--- src/rtl/s_inst_issue.sv ---
// s_inst_issue: scalar instruction fetch and issue sequencer.
// Fetches one instruction dword from instruction memory, plus a trailing
// literal dword when the encoding calls for one. It then presents the result
// to the scalar ALU with a valid/ready handshake. Only one memory request is
// ever outstanding. A taken branch (redirect) retargets the fetch pc. Any
// response still in flight is discarded through the DRAIN state.
//
// Ports:
//   clock, reset_n            clock (rising edge), async active-low reset
//   start, start_pc           begin fetching at start_pc (IDLE/DONE only)
//   imem_req, imem_addr       single-cycle read request and byte address
//   imem_rdata, imem_rvalid   read response
//   redirect, redirect_pc     branch taken by the scalar ALU, new fetch pc
//   inst_valid, inst_ready    issue handshake
//   inst_word, inst_pc        instruction dword and its byte address
//   inst_literal, inst_has_lit trailing literal and its flag
//   issued_count, busy        transfer counter, state neither IDLE nor DONE
module s_inst_issue (
  input  logic        clock,
  input  logic        reset_n,
  input  logic        start,
  input  logic [31:0] start_pc,
  output logic        imem_req,
  output logic [31:0] imem_addr,
  input  logic [31:0] imem_rdata,
  input  logic        imem_rvalid,
  input  logic        redirect,
  input  logic [31:0] redirect_pc,
  output logic        inst_valid,
  input  logic        inst_ready,
  output logic [31:0] inst_word,
  output logic [31:0] inst_literal,
  output logic        inst_has_lit,
  output logic [31:0] inst_pc,
  output logic [15:0] issued_count,
  output logic        busy
);

  typedef enum logic [2:0] {
    IDLE, REQ0, WAIT0, REQ1, WAIT1, ISSUE, DRAIN, DONE
  } state_t;

  state_t      state;
  logic [31:0] pc;

  // A literal follows SOP1 when src0 selects it (0xFF). It follows SOPC
  // and SOP2 when either source field does. SOP2 excludes [29:28]=11,
  // which keeps SOP1/SOPC/SOPK/SOPP out of its match.
  function automatic logic needs_literal(input logic [31:0] w);
    logic sop1, sopc, sop2;
    sop1 = (w[31:23] == 9'h17D);
    sopc = (w[31:23] == 9'h17E);
    sop2 = (w[31:30] == 2'b10) && (w[29:28] != 2'b11);
    return (sop1 && (w[7:0] == 8'hFF)) ||
           ((sopc || sop2) && ((w[7:0] == 8'hFF) || (w[15:8] == 8'hFF)));
  endfunction

  function automatic logic is_endpgm(input logic [31:0] w);
    return (w[31:23] == 9'h17F) && (w[22:16] == 7'd1);
  endfunction

  assign imem_req   = (state == REQ0) || (state == REQ1);
  assign imem_addr  = (state == REQ1) ? pc + 32'd4 : pc;
  assign inst_valid = (state == ISSUE) && !redirect;
  assign busy       = (state != IDLE) && (state != DONE);

  always_ff @(posedge clock or negedge reset_n) begin
    if (!reset_n) begin
      state        <= IDLE;
      pc           <= '0;
      inst_word    <= '0;
      inst_literal <= '0;
      inst_has_lit <= 1'b0;
      inst_pc      <= '0;
      issued_count <= '0;
    end else begin
      case (state)
        IDLE, DONE: begin
          if (start) begin
            pc    <= start_pc;
            state <= REQ0;
          end
        end
        REQ0, REQ1: begin
          if (redirect) begin
            // The request went out this cycle, so its response must be drained.
            pc           <= redirect_pc;
            inst_has_lit <= 1'b0;
            state        <= DRAIN;
          end else begin
            state <= (state == REQ0) ? WAIT0 : WAIT1;
          end
        end
        WAIT0, WAIT1: begin
          if (redirect) begin
            pc           <= redirect_pc;
            inst_has_lit <= 1'b0;
            state        <= imem_rvalid ? REQ0 : DRAIN;
          end else if (imem_rvalid) begin
            if (state == WAIT0) begin
              inst_word <= imem_rdata;
              inst_pc   <= pc;
              if (needs_literal(imem_rdata)) begin
                state <= REQ1;
              end else begin
                inst_has_lit <= 1'b0;
                state        <= ISSUE;
              end
            end else begin
              inst_literal <= imem_rdata;
              inst_has_lit <= 1'b1;
              state        <= ISSUE;
            end
          end
        end
        ISSUE: begin
          if (redirect) begin
            pc           <= redirect_pc;
            inst_has_lit <= 1'b0;
            state        <= REQ0;
          end else if (inst_ready) begin
            pc           <= pc + (inst_has_lit ? 32'd8 : 32'd4);
            issued_count <= issued_count + 16'd1;
            state        <= is_endpgm(inst_word) ? DONE : REQ0;
          end
        end
        DRAIN: begin
          if (redirect) pc <= redirect_pc;
          if (imem_rvalid) state <= REQ0;
        end
        default: state <= IDLE;
      endcase
    end
  end

endmodule
--- config.mk ---
export PLATFORM = sky130hd
export DESIGN_NAME = s_inst_issue
export DESIGN_NICKNAME = d
export VERILOG_FILES = /design/src/rtl/s_inst_issue.sv
export SDC_FILE = /design/constraint.sdc
export NUM_CORES = 1
export LEC_CHECK = 0
export CORE_MARGIN = 1.5
export CORE_UTILIZATION = 40
export DETAILED_ROUTE_END_ITERATION = 7
export GPL_ROUTABILITY_DRIVEN = 0
export PLACE_DENSITY = 0.76
export SETUP_SLACK_MARGIN = 0.5
export SKIP_CTS_REPAIR_TIMING = 1
export SLEW_MARGIN = 15
export SYNTH_ARGS = -nofsm -noshare
export SYNTH_HDL_FRONTEND = slang
export SYNTH_SLANG_ARGS = --single-unit
--- constraint.sdc ---
create_clock -name clock -period 4.85 [get_ports clock]
set_input_delay 0.7275 -clock clock [delete_from_list [all_inputs] [get_ports clock]]
set_output_delay 0.7275 -clock clock [all_outputs]
set_load 0.05 [all_outputs]
==> results.yml, run 1 <==
timing:
  fin_crit_sh_pct: 86.7
  worstMarginPinSlew_ns: 1.13
  max-slew-margin-rel_pct: 25.0
  fin_tns_setup_ns: 0
  max_freq_mhz: 238
  fin_skew_ns: 0.00949
  post-route-min-period_ns: 4.20
  timing.final.ws_setup_ns: 0.646
  report.final.slew_viol_count: 0
  rsz0062_at_grt: "true"
  hold_violations: 0
  setup_viol: 0
synth:
  seq_area_frac_synth_pct: 47.3
  avgSynthCellArea_um2: 10.4
  synth-async-reset-ratio_pct: 100
  synth_ff_type: "dfrtp_1"
  postSynthRegisterBits: 148
  syn_nets: 860
  syn-instance-count: 753
  synth_cell_types: 69
  synth-edff-count: 0
  yosysWarnings: 0
  synth_area_um2: 7840
hold_path:
  hp-class: "input port to async pin"
drt:
  via_per_inst: 5.53
  vias: 6910
  drt-initial-drc-count: 426
  wl_per_cell_um: 19.9
  drc: 0
  ant_nets: 0
  dr.pass1.iters: 6
  finalWirelength_mm: 24.8
floorplan:
  io_pins: 250
  die_x_um: 143
  rows: 51
  die_h_um: 143
  initial_utilization_pct: 40.5
  coreArea_um2: 19300
  die-area_um2: 20400
placement:
  post-place-ws_ns: 0.869
  placed_area_um2: 10500
  portBuffers: 249
  dp.final_hpwl_mm: 17.8
worst_setup_path:
  crit_type: "flop to output pin"
  crit_chain: "nand3b_1, or3_1, nor2_2, nand3_1, xnor2_1, clkdlybuf4s50_1"
  critical_path.max_fanout: 19
  cp_num_buf_inv: 1
  regToRegSetupSlack_ns: 1.90
  crit_path_end_kind: "output pin"
  crit_arrival_ns: 3.48
  cp_top_family: "simple AND/OR/NAND/NOR gates"
  cp-start-kind: "flop"
  critPathRequiredTime_ns: 4.12
  crit_path_max_incr_delay_ns: 0.82
  slowest_stage: "clkdlybuf4s50_1"
pwr:
  power.density_nw_per_um2: 804
  p_leak_uw: 0.00454
  ir_worst_vdd_mv: 0.495
clock_network:
  clkTransAtPathRegs_ns: 0.07
  cts.sinks: 148
  cts_htree_levels: 4
  cts_root_buf: "clkbuf_16"
  insertion_delay_ns: 0.43
  clock_path_buffers: 2
  numCtsBuffers: 17
  cts_tree: "yes"
grt:
  gr-total-overflow: 0
  grt_pass1_vias: 7020
  grt_max_degree: 95
  gr-usage-all-layers_pct: 25.1
  grt_pass1_wl_mm: 39.0
  antenna_found_initial: 2
cells_and_area:
  area_delta_synth_final_pct: 41.9
  final_area_um2: 11100
  layout.nets: 1077
  drive_gt1_share_pct: 16.0
job:
  maxCapViolCount: 0
status:
  outcome: "finished, final reports clean"
-- final cells by class --
type                       count  area, um2
clock buffer                  18        439
fill                        1687       8220
multi-input combinational    528       3810
inverter                      14       52.6
antenna                        1       2.50
clock inverter                14        164
sequential                   148       3710
timing repair buffer         261       2610
tap                          265        332
-- logic make-up (layout without fill, tap and decap cells) --
group                      after synthesis  in the layout  synth area share (%)
adders and majority gates                5              5                 0.894
DFF                                    148            148                  47.3
muxes                                   95             95                  13.6
buffers and inverters                   77            307                  4.46
AOI/OAI and AO/OA                      135            135                  11.6
and+or+nand+nor                        238            238                  16.0
other                                    0              1                     0
xor gates and xnor gates                55             55                  6.15
-- per-layer routing --
metal / GRT usage [%] / vias to the layer above / share of wire [%]
met3: 9.09 / 35 / 10
met4: 9.01 / 2 / 1.6
met2: 39.4 / 329 / 46
met5: 0 / - / 0.068
li1: - / 3178 / -
met1: 31.7 / 3366 / 42
-- sequential cells by signal, summed over array words and instances, names as in the netlist --
signal and count:
issued_count 16, inst_word 32, inst_pc 32, state 3, pc 32, inst_has_lit 1, inst_literal 32
-- per-stage QoR --
stage               util (%)  hold WS (ns)  power (uW)  instances
CTS                     57.4         0.435        8980       1247
finish                  57.5         0.400        8940       1249
global placement        54.3         0.464        7500       1215
floorplan                  -         0.432        5820        753
detailed placement      54.3         0.470        7580       1215
global route            57.5         0.480        9390       1249
-- where the power goes --
| part | internal [uW] | total [uW] | switching, uW |
|---|---|---|---|
| Combinational | 1850 | 5170 | 3320 |
| Clock | 788 | 1370 | 581 |
| Sequential | 1790 | 2410 | 615 |
| Total | 4420 | 8940 | 4520 |
-- synthesized netlist by cell type, types with 3 or more instances --
cell type | instances | share of area [%]
mux2i_1 | 3 | 0.38
nand3_1 | 26 | 1.7
nand2_1 | 47 | 2.3
or2_2 | 4 | 0.32
nand3b_1 | 5 | 0.48
nand2b_1 | 6 | 0.48
xnor2_1 | 32 | 3.6
buf_4 | 7 | 0.67
nor3_1 | 24 | 1.5
a31oi_1 | 13 | 1.0
xor2_1 | 23 | 2.6
a22oi_1 | 7 | 0.67
inv_1 | 13 | 0.62
buf_1 | 4 | 0.19
a21oi_1 | 25 | 1.6
ha_1 | 4 | 0.64
nor2b_1 | 6 | 0.48
a22o_1 | 3 | 0.34
o21ai_0 | 27 | 1.7
nand4_1 | 18 | 1.4
buf_2 | 21 | 1.3
a221oi_1 | 11 | 1.2
clkbuf_1 | 30 | 1.4
o31ai_1 | 8 | 0.77
nor4_1 | 15 | 1.2
or3_1 | 4 | 0.32
mux2_2 | 92 | 13
or4_1 | 3 | 0.29
dfrtp_1 | 148 | 47
and4_1 | 3 | 0.34
nor2_1 | 50 | 2.4
and3_1 | 9 | 0.72
a211oi_1 | 6 | 0.57
o2bb2ai_1 | 4 | 0.45
and2_1 | 3 | 0.24
o21ai_1 | 6 | 0.38
-- cell usage in the layout (no fill, tap or decap), drive strengths merged, types with 6 or more instances in the layout --
cell           Yosys  routed
clkdlybuf4s50      0     247
a31oi             13      13
a221oi            11      11
nor2b              6       6
nor3              25      25
a211oi             6       6
a22oi              7       7
nor2              50      50
o31ai              8       8
xor2              23      23
nand2             47      47
nand3             27      27
nand4             20      20
clkbuf            30      18
buf               33      14
xnor2             32      32
mux2              92      92
inv               14      22
dfrtp            148     148
and3               9       9
nor4              17      17
nand2b             6       6
a21oi             25      25
o21ai             33      33
-- worst paths after layout --
kind	from	endpoint	depth (start not counted)
max in group asynchronous	reset_n	pc[0]$_DFFE_PN0P_	2
worst min-delay path	reset_n	inst_word[1]$_DFFE_PN0P_	1
worst min register to register	issued_count[15]$_DFFE_PN0P_	issued_count[15]$_DFFE_PN0P_	1
min in group clock	issued_count[15]$_DFFE_PN0P_	issued_count[15]$_DFFE_PN0P_	1
worst max-delay path	state[2]$_DFFE_PN0P_	imem_addr[30]	6
worst max register to register	inst_has_lit$_DFFE_PN0P_	pc[30]$_DFFE_PN0P_	9
(Power assumes the default switching activity.)
==> run 2: changes to the inputs <==
--- a/config.mk
+++ b/config.mk
@@ -6,10 +6,10 @@
 export NUM_CORES = 1
 export LEC_CHECK = 0
 export CORE_MARGIN = 1.5
-export CORE_UTILIZATION = 40
+export CORE_UTILIZATION = 51
 export DETAILED_ROUTE_END_ITERATION = 7
 export GPL_ROUTABILITY_DRIVEN = 0
-export PLACE_DENSITY = 0.76
+export PLACE_DENSITY = 0.92
 export SETUP_SLACK_MARGIN = 0.5
 export SKIP_CTS_REPAIR_TIMING = 1
 export SLEW_MARGIN = 15
==> run 2 against run 1 <==
Net effect: total power is 1.7% lower; first-iteration DRC count rose by 83%; global-route usage rose by 5.8 points; wire length is 1.3% lower; cell count decreased by 6.1%; clock power down 11%; largest cell class unchanged.
==> results.yml, run 2 (synthesized netlist as in run 1, its figures left out) <==
clock_network:
  cts_root_buf: "clkbuf_16"
  numCtsBuffers: 17
  cts_tree: "yes"
  clkTransAtPathRegs_ns: 0.07
  insertion_delay_ns: 0.43
  cts_htree_levels: 4
  clock_path_buffers: 2
  cts.sinks: 148
timing:
  max_freq_mhz: 236
  setup_viol: 0
  fin_crit_sh_pct: 87.3
  fin_tns_setup_ns: 0
  report.final.slew_viol_count: 0
  timing.final.ws_setup_ns: 0.617
  worstMarginPinSlew_ns: 0.825
  fin_skew_ns: 0.00724
  hold_violations: 0
  rsz0062_at_grt: "false"
  post-route-min-period_ns: 4.23
  max-slew-margin-rel_pct: 44.6
floorplan:
  initial_utilization_pct: 51.9
  die_h_um: 127
  die-area_um2: 16100
  io_pins: 250
  rows: 45
  coreArea_um2: 15100
  die_x_um: 127
drt:
  via_per_inst: 6.05
  finalWirelength_mm: 24.5
  ant_nets: 0
  wl_per_cell_um: 20.9
  drc: 0
  vias: 7101
  drt-initial-drc-count: 780
  dr.pass1.iters: 7
grt:
  grt_max_degree: 74
  gr-usage-all-layers_pct: 30.9
  grt_pass1_vias: 7150
  antenna_found_initial: 1
  grt_pass1_wl_mm: 38.5
  gr-total-overflow: 0
worst_setup_path:
  crit_arrival_ns: 3.51
  crit_path_end_kind: "output pin"
  critical_path.max_fanout: 19
  reg2reg_depth: 9
  cp-start-kind: "flop"
  critPathRequiredTime_ns: 4.12
  crit_type: "flop to output pin"
  r2r_start: "inst_has_lit$_DFFE_PN0P_"
  r2r_end: "pc[30]$_DFFE_PN0P_"
  regToRegSetupSlack_ns: 1.94
cells_and_area:
  fin_cells: 1173
  layout.nets: 1078
  area_delta_synth_final_pct: 39.7
  drive_gt1_share_pct: 16.0
  fillers: 1060
  final_util_pct: 72.6
  final_cell_mix: "clkdlybuf4s50_1 (247), dfrtp_1 (146), mux2_2 (92), nor2_1 (49), nand2_1 (46)"
  final_common_cell: "clkdlybuf4s50_1"
hold_path:
  hp-class: "input port to async pin"
job:
  maxCapViolCount: 0
placement:
  dp.cells: 1138
  post-place-ws_ns: 0.868
  dp.final_hpwl_mm: 17.4
  portBuffers: 249
status:
  outcome: "finished, final reports clean"
pwr:
  p_leak_uw: 0.00451
  power.total_uw: 8790
  power.density_nw_per_um2: 803
  ir_worst_vdd_mv: 0.596
[run 2: cell count changes in the layout (fill, tap and decap cells not counted), sizes merged]
cell / delta
clkinvlp: +2
buf: +1
clkinv: +3
bufinv: -2
clkbuf: +1
inv: -4
[run 2: layout make-up]
cell class	count	area [um2]	area share [%]
flip-flops and latches	148	3710	33.8
clock buffers	19	443	4.05
well taps	188	235	2.15
inverters	14	52.6	0.480
repair buffers	262	2610	23.9
diodes	1	2.50	0.0229
multi-input cells	528	3800	34.7
clock inverters	13	97.6	0.891
[run 2: per-layer routing]
metal / global-route usage, % / part of all wire, %
met5: 0 / 0
met1: 38.1 / 39
met3: 10.9 / 11
met2: 50.6 / 47
met4: 10.6 / 2.7
[run 2: worst max path at each step]
stage	from	end	slack, ns	cells past startpoint
final	state[2]$_DFFE_PN0P_	imem_addr[26]	0.62	6
after detailed placement	state[1]$_DFFE_PN0P_	imem_addr[23]	0.87	6
after CTS	state[0]$_DFFE_PN0P_	imem_addr[23]	0.41	6
after global routing	state[2]$_DFFE_PN0P_	imem_addr[26]	0.52	6
after floorplan	state[0]$_DFFE_PN0P_	imem_addr[4]	1.36	6
after global placement	state[1]$_DFFE_PN0P_	imem_addr[23]	0.98	6
[run 2: power breakdown]
| part | switching, uW | internal [uW] |
|---|---|---|
| sequential | 638 | 1790 |
| clock | 544 | 671 |
| combinational | 3310 | 1840 |
| total | 4490 | 4300 |
[run 2: worst max-delay path, cell delays in order, from the launching register on]
cell             delay, ns
dfrtp_1               0.59
nand3b_1              0.39
or3_1                 0.59
nor2_2                0.33
nand3_1               0.16
xnor2_1               0.19
clkdlybuf4s50_1       0.83
[run 2: stage by stage]
stage,hold slack [ns],area (um2)
after floorplan,0.432,7840
after global placement,0.462,10400
after detailed placement,0.462,10400
after CTS,0.342,10900
after global routing,0.390,10900
final,0.327,10900
